==> src/rtl/control_fsm.sv <==
// Multi-cycle RV32I control unit: sequences fetch/decode/execute/memory/writeback
// and drives the datapath enables, with a memory-handshake timeout and a sticky fault trap.
module control_fsm #(
    parameter int MEM_TIMEOUT = 16,
    parameter int ALU_CTRL_W  = 4,
    parameter int IMM_SRC_W   = 3
) (
    input  logic                  clk,
    input  logic                  rst_n,
    input  logic [31:0]           instr,
    input  logic                  zero,
    input  logic                  negative,
    input  logic                  ltu,
    input  logic                  trigger,
    input  logic                  mem_ready,
    output logic                  IRWrite,
    output logic                  PCWrite,
    output logic [1:0]            PCSrc,
    output logic [1:0]            ResultSrc,
    output logic                  MemRead,
    output logic                  MemWrite,
    output logic [ALU_CTRL_W-1:0] ALUControl,
    output logic                  ALUSrc,
    output logic [IMM_SRC_W-1:0]  ImmSrc,
    output logic                  RegWrite,
    output logic [1:0]            SizeMode,
    output logic                  LoadSigned,
    output logic                  fault,
    output logic [3:0]            state_o
);

    typedef enum logic [3:0] {
        S_FETCH  = 4'd0,
        S_DECODE = 4'd1,
        S_EXEC   = 4'd2,
        S_ALUWB  = 4'd3,
        S_MEMADR = 4'd4,
        S_MEMRD  = 4'd5,
        S_MEMWB  = 4'd6,
        S_MEMWR  = 4'd7,
        S_BRANCH = 4'd8,
        S_JAL    = 4'd9,
        S_JALR   = 4'd10,
        S_LUI    = 4'd11,
        S_STALL  = 4'd12,
        S_TRAP   = 4'd13
    } state_t;

    localparam logic [6:0] OP_R      = 7'b0110011;
    localparam logic [6:0] OP_I      = 7'b0010011;
    localparam logic [6:0] OP_LOAD   = 7'b0000011;
    localparam logic [6:0] OP_STORE  = 7'b0100011;
    localparam logic [6:0] OP_BRANCH = 7'b1100011;
    localparam logic [6:0] OP_JAL    = 7'b1101111;
    localparam logic [6:0] OP_JALR   = 7'b1100111;
    localparam logic [6:0] OP_LUI    = 7'b0110111;

    localparam logic [ALU_CTRL_W-1:0] ALU_ADD  = ALU_CTRL_W'(0);
    localparam logic [ALU_CTRL_W-1:0] ALU_SUB  = ALU_CTRL_W'(1);
    localparam logic [ALU_CTRL_W-1:0] ALU_AND  = ALU_CTRL_W'(2);
    localparam logic [ALU_CTRL_W-1:0] ALU_OR   = ALU_CTRL_W'(3);
    localparam logic [ALU_CTRL_W-1:0] ALU_XOR  = ALU_CTRL_W'(4);
    localparam logic [ALU_CTRL_W-1:0] ALU_SLL  = ALU_CTRL_W'(5);
    localparam logic [ALU_CTRL_W-1:0] ALU_SRA  = ALU_CTRL_W'(6);
    localparam logic [ALU_CTRL_W-1:0] ALU_SRL  = ALU_CTRL_W'(7);
    localparam logic [ALU_CTRL_W-1:0] ALU_SLT  = ALU_CTRL_W'(8);
    localparam logic [ALU_CTRL_W-1:0] ALU_SLTU = ALU_CTRL_W'(9);

    localparam logic [IMM_SRC_W-1:0] IMM_I = IMM_SRC_W'(0);
    localparam logic [IMM_SRC_W-1:0] IMM_S = IMM_SRC_W'(1);
    localparam logic [IMM_SRC_W-1:0] IMM_B = IMM_SRC_W'(2);
    localparam logic [IMM_SRC_W-1:0] IMM_U = IMM_SRC_W'(3);
    localparam logic [IMM_SRC_W-1:0] IMM_J = IMM_SRC_W'(4);

    localparam logic [1:0] PC_PLUS4  = 2'b00;
    localparam logic [1:0] PC_BRANCH = 2'b01;
    localparam logic [1:0] PC_ALU    = 2'b10;

    localparam logic [1:0] RES_ALU = 2'b00;
    localparam logic [1:0] RES_MEM = 2'b01;
    localparam logic [1:0] RES_PC4 = 2'b10;
    localparam logic [1:0] RES_IMM = 2'b11;

    // Counter only has to reach MEM_TIMEOUT-1; keep at least one bit when disabled.
    localparam int              CNT_W    = (MEM_TIMEOUT > 1) ? $clog2(MEM_TIMEOUT) : 1;
    localparam logic [CNT_W-1:0] TMO_LAST = CNT_W'((MEM_TIMEOUT > 0) ? MEM_TIMEOUT - 1 : 0);

    state_t           state;
    state_t           decode_next;
    logic [CNT_W-1:0] wait_cnt;
    logic             timed_out;
    logic             branch_taken;
    logic [ALU_CTRL_W-1:0] exec_alu;
    logic [IMM_SRC_W-1:0]  decode_imm;

    logic [6:0] opcode;
    logic [2:0] funct3;

    assign opcode    = instr[6:0];
    assign funct3    = instr[14:12];
    assign state_o   = state;
    assign timed_out = (MEM_TIMEOUT > 0) && !mem_ready && (wait_cnt == TMO_LAST);

    // Opcode dispatch, including the funct3 encodings that are not legal RV32I.
    always_comb begin
        decode_next = S_TRAP;
        case (opcode)
            OP_R, OP_I: decode_next = S_EXEC;
            OP_LOAD:    decode_next = (funct3 == 3'b011 || funct3[2:1] == 2'b11) ? S_TRAP : S_MEMADR;
            OP_STORE:   decode_next = (funct3 >= 3'b011) ? S_TRAP : S_MEMADR;
            OP_BRANCH:  decode_next = (funct3[2:1] == 2'b01) ? S_TRAP : S_BRANCH;
            OP_JAL:     decode_next = S_JAL;
            OP_JALR:    decode_next = S_JALR;
            OP_LUI:     decode_next = S_LUI;
            default:    decode_next = S_TRAP;
        endcase
    end

    always_comb begin
        decode_imm = IMM_I;
        case (opcode)
            OP_STORE:  decode_imm = IMM_S;
            OP_BRANCH: decode_imm = IMM_B;
            OP_LUI:    decode_imm = IMM_U;
            OP_JAL:    decode_imm = IMM_J;
            default:   decode_imm = IMM_I;
        endcase
    end

    // instr[30] selects sub only for R-type; for shifts-right it selects sra in both formats.
    always_comb begin
        exec_alu = ALU_ADD;
        case (funct3)
            3'b000:  exec_alu = (opcode == OP_R && instr[30]) ? ALU_SUB : ALU_ADD;
            3'b001:  exec_alu = ALU_SLL;
            3'b010:  exec_alu = ALU_SLT;
            3'b011:  exec_alu = ALU_SLTU;
            3'b100:  exec_alu = ALU_XOR;
            3'b101:  exec_alu = instr[30] ? ALU_SRA : ALU_SRL;
            3'b110:  exec_alu = ALU_OR;
            default: exec_alu = ALU_AND;
        endcase
    end

    always_comb begin
        branch_taken = 1'b0;
        case (funct3)
            3'b000:  branch_taken = zero;
            3'b001:  branch_taken = ~zero;
            3'b100:  branch_taken = negative;
            3'b101:  branch_taken = ~negative;
            3'b110:  branch_taken = ltu;
            3'b111:  branch_taken = ~ltu;
            default: branch_taken = 1'b0;
        endcase
    end

    always_ff @(posedge clk or negedge rst_n) begin
        if (!rst_n) begin
            state    <= S_FETCH;
            wait_cnt <= '0;
            fault    <= 1'b0;
        end else begin
            // NOTE: non-blocking, last assignment wins - the clear below is overridden only
            // by the wait branches that stay put, so every state entry starts the count at 0.
            wait_cnt <= '0;
            case (state)
                S_FETCH: begin
                    if (trigger) begin
                        state <= S_STALL;
                    end else if (mem_ready) begin
                        state <= S_DECODE;
                    end else if (timed_out) begin
                        state <= S_TRAP;
                        fault <= 1'b1;
                    end else begin
                        wait_cnt <= wait_cnt + 1'b1;
                    end
                end
                S_STALL: begin
                    if (!trigger) state <= S_FETCH;
                end
                S_DECODE: begin
                    state <= decode_next;
                    if (decode_next == S_TRAP) fault <= 1'b1;
                end
                S_EXEC:   state <= S_ALUWB;
                S_MEMADR: state <= (opcode == OP_STORE) ? S_MEMWR : S_MEMRD;
                S_MEMRD: begin
                    if (mem_ready) begin
                        state <= S_MEMWB;
                    end else if (timed_out) begin
                        state <= S_TRAP;
                        fault <= 1'b1;
                    end else begin
                        wait_cnt <= wait_cnt + 1'b1;
                    end
                end
                S_MEMWR: begin
                    if (mem_ready) begin
                        state <= S_FETCH;
                    end else if (timed_out) begin
                        state <= S_TRAP;
                        fault <= 1'b1;
                    end else begin
                        wait_cnt <= wait_cnt + 1'b1;
                    end
                end
                S_ALUWB, S_MEMWB, S_BRANCH, S_JAL, S_JALR, S_LUI: state <= S_FETCH;
                S_TRAP:   state <= S_TRAP;
                default: begin
                    state <= S_TRAP;
                    fault <= 1'b1;
                end
            endcase
        end
    end

    // Enables are decoded from the state register, qualified by the handshake and ALU flags
    // that belong to the same cycle.
    always_comb begin
        // NOTE: every output gets a default first so no path through the case infers a latch.
        IRWrite    = 1'b0;
        PCWrite    = 1'b0;
        PCSrc      = PC_PLUS4;
        ResultSrc  = RES_ALU;
        MemRead    = 1'b0;
        MemWrite   = 1'b0;
        ALUControl = ALU_ADD;
        ALUSrc     = 1'b0;
        ImmSrc     = IMM_I;
        RegWrite   = 1'b0;
        SizeMode   = 2'b00;
        LoadSigned = 1'b0;
        // NOTE: gating on rst_n drops every request the instant reset asserts, before the
        // asynchronous state clear is even visible downstream.
        if (rst_n) begin
            SizeMode   = funct3[1:0];
            LoadSigned = ~funct3[2];
            case (state)
                S_FETCH: begin
                    if (!trigger) begin
                        MemRead = 1'b1;
                        if (mem_ready) begin
                            IRWrite = 1'b1;
                            PCWrite = 1'b1;
                        end
                    end
                end
                S_DECODE: ImmSrc = decode_imm;
                S_EXEC, S_ALUWB: begin
                    ALUControl = exec_alu;
                    ALUSrc     = (opcode == OP_I);
                    RegWrite   = (state == S_ALUWB);
                end
                S_MEMADR: begin
                    ALUSrc = 1'b1;
                    ImmSrc = (opcode == OP_STORE) ? IMM_S : IMM_I;
                end
                S_MEMRD:  MemRead = 1'b1;
                S_MEMWB: begin
                    RegWrite  = 1'b1;
                    ResultSrc = RES_MEM;
                end
                S_MEMWR:  MemWrite = 1'b1;
                S_BRANCH: begin
                    ALUControl = ALU_SUB;
                    ImmSrc     = IMM_B;
                    PCWrite    = branch_taken;
                    PCSrc      = PC_BRANCH;
                end
                S_JAL: begin
                    RegWrite  = 1'b1;
                    ResultSrc = RES_PC4;
                    PCWrite   = 1'b1;
                    PCSrc     = PC_BRANCH;
                    ImmSrc    = IMM_J;
                end
                S_JALR: begin
                    ALUSrc    = 1'b1;
                    RegWrite  = 1'b1;
                    ResultSrc = RES_PC4;
                    PCWrite   = 1'b1;
                    PCSrc     = PC_ALU;
                end
                S_LUI: begin
                    ImmSrc    = IMM_U;
                    RegWrite  = 1'b1;
                    ResultSrc = RES_IMM;
                end
                default: ;
            endcase
        end
    end

endmodule

==> config.mk <==
export PLATFORM = sky130hd
export DESIGN_NAME = control_fsm
export DESIGN_NICKNAME = d
export VERILOG_FILES = /design/src/rtl/control_fsm.sv
export SDC_FILE = /design/constraint.sdc
export NUM_CORES = 1
export LEC_CHECK = 0
export CAP_MARGIN = 30
export CORE_MARGIN = 5
export CORE_UTILIZATION = 28
export CTS_BUF_LIST = sky130_fd_sc_hd__clkbuf_8
export DETAILED_ROUTE_END_ITERATION = 7
export PLACE_DENSITY_LB_ADDON = 0.2
export SKIP_LAST_GASP = 1
export SLEW_MARGIN = 10
export SYNTH_ARGS = -nofsm -noshare
export SYNTH_HDL_FRONTEND = slang
export SYNTH_SLANG_ARGS = --single-unit
==> constraint.sdc <==
create_clock -name clk -period 1.6 [get_ports clk]
set_input_delay 0.16 -clock clk [delete_from_list [all_inputs] [get_ports clk]]
set_output_delay 0.16 -clock clk [all_outputs]
set_load 0.01 [all_outputs]
==> flow_summary.json <==
{
  "maxSlewHeadroom": 0.6309,
  "synth_most_common_cell": "nor2_1",
  "totalWireLength_mm": 5.147,
  "antenna_found_initial": 0,
  "p_int_mw": 1.978,
  "drt-initial-drc-count": 81,
  "final_nets": 324,
  "cts_sinks": 9,
  "clk_latency_ns": 0.23,
  "hold_violations": 0,
  "worstPathMaxFanout": 6,
  "drc": 0,
  "p_switching_mw": 1.528,
  "slew_viol_final": 0,
  "die_h_microns": 77.15,
  "cts_tree": "built",
  "avgSynthCellArea_sq_um": 6.899,
  "cpMaxStageDelayCell": "dfrtp_2",
  "power_frac_comb": 0.811,
  "grt_max_degree": 12,
  "start_kind": "flip-flop",
  "async_flop_share": 1.000,
  "dr_total_vias": 1786,
  "cts_root_buffer": "clkbuf_8",
  "seq_area_frac_synth": 0.1784,
  "cp-startpoint": "state_o[3]",
  "rsz0062_at_grt": "yes",
  "ir_drop_v": 0.0009004,
  "drtAntennaViolNets": 0,
  "io_buffers": 42,
  "dpl_cell_area_sq_um": 2085,
  "wl_per_cell_microns": 15.36,
  "n_antenna_cell": 0,
  "syn-cell-area_sq_um": 1262,
  "synth_warnings": 0,
  "seqPwrFrac": 0.115,
  "cp_slowest_stage_delay_ns": 0.46,
  "rr_startpoint": "state_o[3]",
  "cp_cell_sequence": "or3b_4 > o311ai_2 > a21oi_1 > a211oi_2 > buf_2",
  "fmax_mhz": 560.7,
  "yosysTopAreaCell": "dfrtp_1",
  "grt_remaining_overflow": 0,
  "cp_num_buf_inv": 1,
  "final_layout_size_suffix_gt1_frac": 0.5159,
  "worstRegToRegCells": 7,
  "num_rows": 24,
  "seqCellArea_sq_um": 230.2,
  "synth_ff_type": "dfrtp_1",
  "cp_num_cells": 5,
  "postSynthCellCount": 183,
  "ys_types": 52,
  "cts-hold-fix-buffers": 0,
  "via_per_inst": 5.331,
  "grt_usage": 0.1592,
  "violations": "setup timing",
  "setup_viol": 11,
  "yosys.area.top_type_share": 0.1784,
  "synthTopCellsByCount": "nor2_1 (21), a21oi_1 (13), o21ai_0 (13)",
  "ys_ff_latch": 9,
  "area_growth_pct": 102.4,
  "layout_setup_ws_ns": -0.1833,
  "crit_path_end_kind": "primary output",
  "drt_first_pass_iters": 4,
  "worst_pin_slew_ns": 0.5536,
  "fill_cells": 391,
  "io_pins": 64,
  "fp.dieW_microns": 77.15,
  "h-tree-depth": 1,
  "finalSetupTns_ns": -0.9528,
  "netlist_top_cells_area": "dfrtp_1 (18%), nor2_1 (6.2%), a21oi_1 (5.2%)",
  "status": "finished, violations left",
  "skew_ns": 0.004917,
  "cap_violations": 0,
  "p_leak_nw": 1.135,
  "grt_pass1_wl_mm": 8.093,
  "start_util": 0.2899,
  "multiInputGateArea_sq_um": 1232,
  "min_period_ns": 1.783,
  "synthesis.nets": 223,
  "final_area_sq_um": 2555,
  "first_global_vias": 1733,
  "core_sq_um": 4354,
  "period_share": 1.115,
  "die_area_sq_um": 5951,
  "cts_buffer_depth": 2,
  "cpLargestDelayFamily": "flip-flops",
  "synth_edf_count": 0,
  "p_sw_frac": 0.4358,
  "clk_transition_reported_paths_ns": 0.05,
  "power.density_nw_per_um2": 1372,
  "holdCritPathClass": "in2async",
  "hpwl_mm": 3.493,
  "cp.required_ns": 1.44,
  "setup.worst_path.class": "reg2out",
  "gp_congestion": 0.8461,
  "cp.arrival_ns": 1.62,
  "clkPwrFrac": 0.074,
  "cts_buffers": 3
}
==> logic make-up after synthesis <==
logic type | Yosys count | synth area share
xor+xnor | 5 | 0.03469
buf+inv | 24 | 0.09019
simple gates | 83 | 0.3528
flops | 9 | 0.1784
mux | 4 | 0.03271
fa+ha+maj | 1 | 0.009909
compound gates | 57 | 0.3013
==> final timing paths <==
path                                to  slack [ns]
max in group asynchronous   state_o[0]        1.24
min                         state_o[2]        0.24
min in group clk           wait_cnt[0]        0.47
min reg2reg                wait_cnt[0]        0.47
max                            PCWrite       -0.18
max reg2reg                 state_o[1]       -0.03
==> power groups by stage <==
stage	Clock, mW	Sequential (mW)	Combinational (mW)
after detailed placement	0	0.379	2.08
after CTS	0.266	0.399	2.43
after floorplan	0	0.359	1.04
final	0.258	0.404	2.84
after global routing	0.280	0.411	3.07
after global placement	0	0.379	2.09
==> stage by stage <==
stage               instances  total power, mW  hold WS, ns  utilization  setup slack, ns
floorplan                 183            1.402      -0.1356            -          0.01934
global placement          314            2.467       0.4485       0.4787          -0.7322
detailed placement        314            2.461       0.4587       0.4787          -0.7635
CTS                       333            3.096       0.2252       0.5325          -0.1862
global route              335            3.763       0.2518       0.5868          -0.2518
finish                    335            3.507       0.2352       0.5868          -0.1833
==> flip-flops by register name, indices dropped and copies added, names as in the netlist <==
register,count
state_o,4
fault,1
wait_cnt,4
==> timing repair <==
action	in CTS	in global routing
gates resized for setup	122	48
cloned	3	0
endpoints found under the setup margin	27	21
buffers inserted	12	3
pin swaps	20	18
==> cell type report <==
cell class,count,share of cell area
Clock inverter,1,0.001469
Multi-Input combinational cell,150,0.4824
Timing Repair Buffer,114,0.3756
Inverter,6,0.008815
Tap cell,52,0.02547
Clock buffer,3,0.01616
Sequential cell,9,0.09011
==> placed cells by master, fill, tap and decap left out, drive strengths merged, types with 6 or more instances in the layout <==
master and count:
a21oi 13, buf 87, clkdlybuf4s50 11, dfrtp 9, dlygate4sd2 11, inv 7
nand2 12, nand2b 8, nand3 6, nor2 21, nor3 8, o21ai 15
==> routing by layer <==
metal  global-route usage  vias up  part of all wire
met5                    0        -                 0
met4              0.02749        0            0.0027
met3              0.02342        2             0.044
met2               0.2702       42              0.50
met1               0.2145      861              0.45
li1                     -      881                 -
No activity file was read; power rests on OpenSTA's default activity.
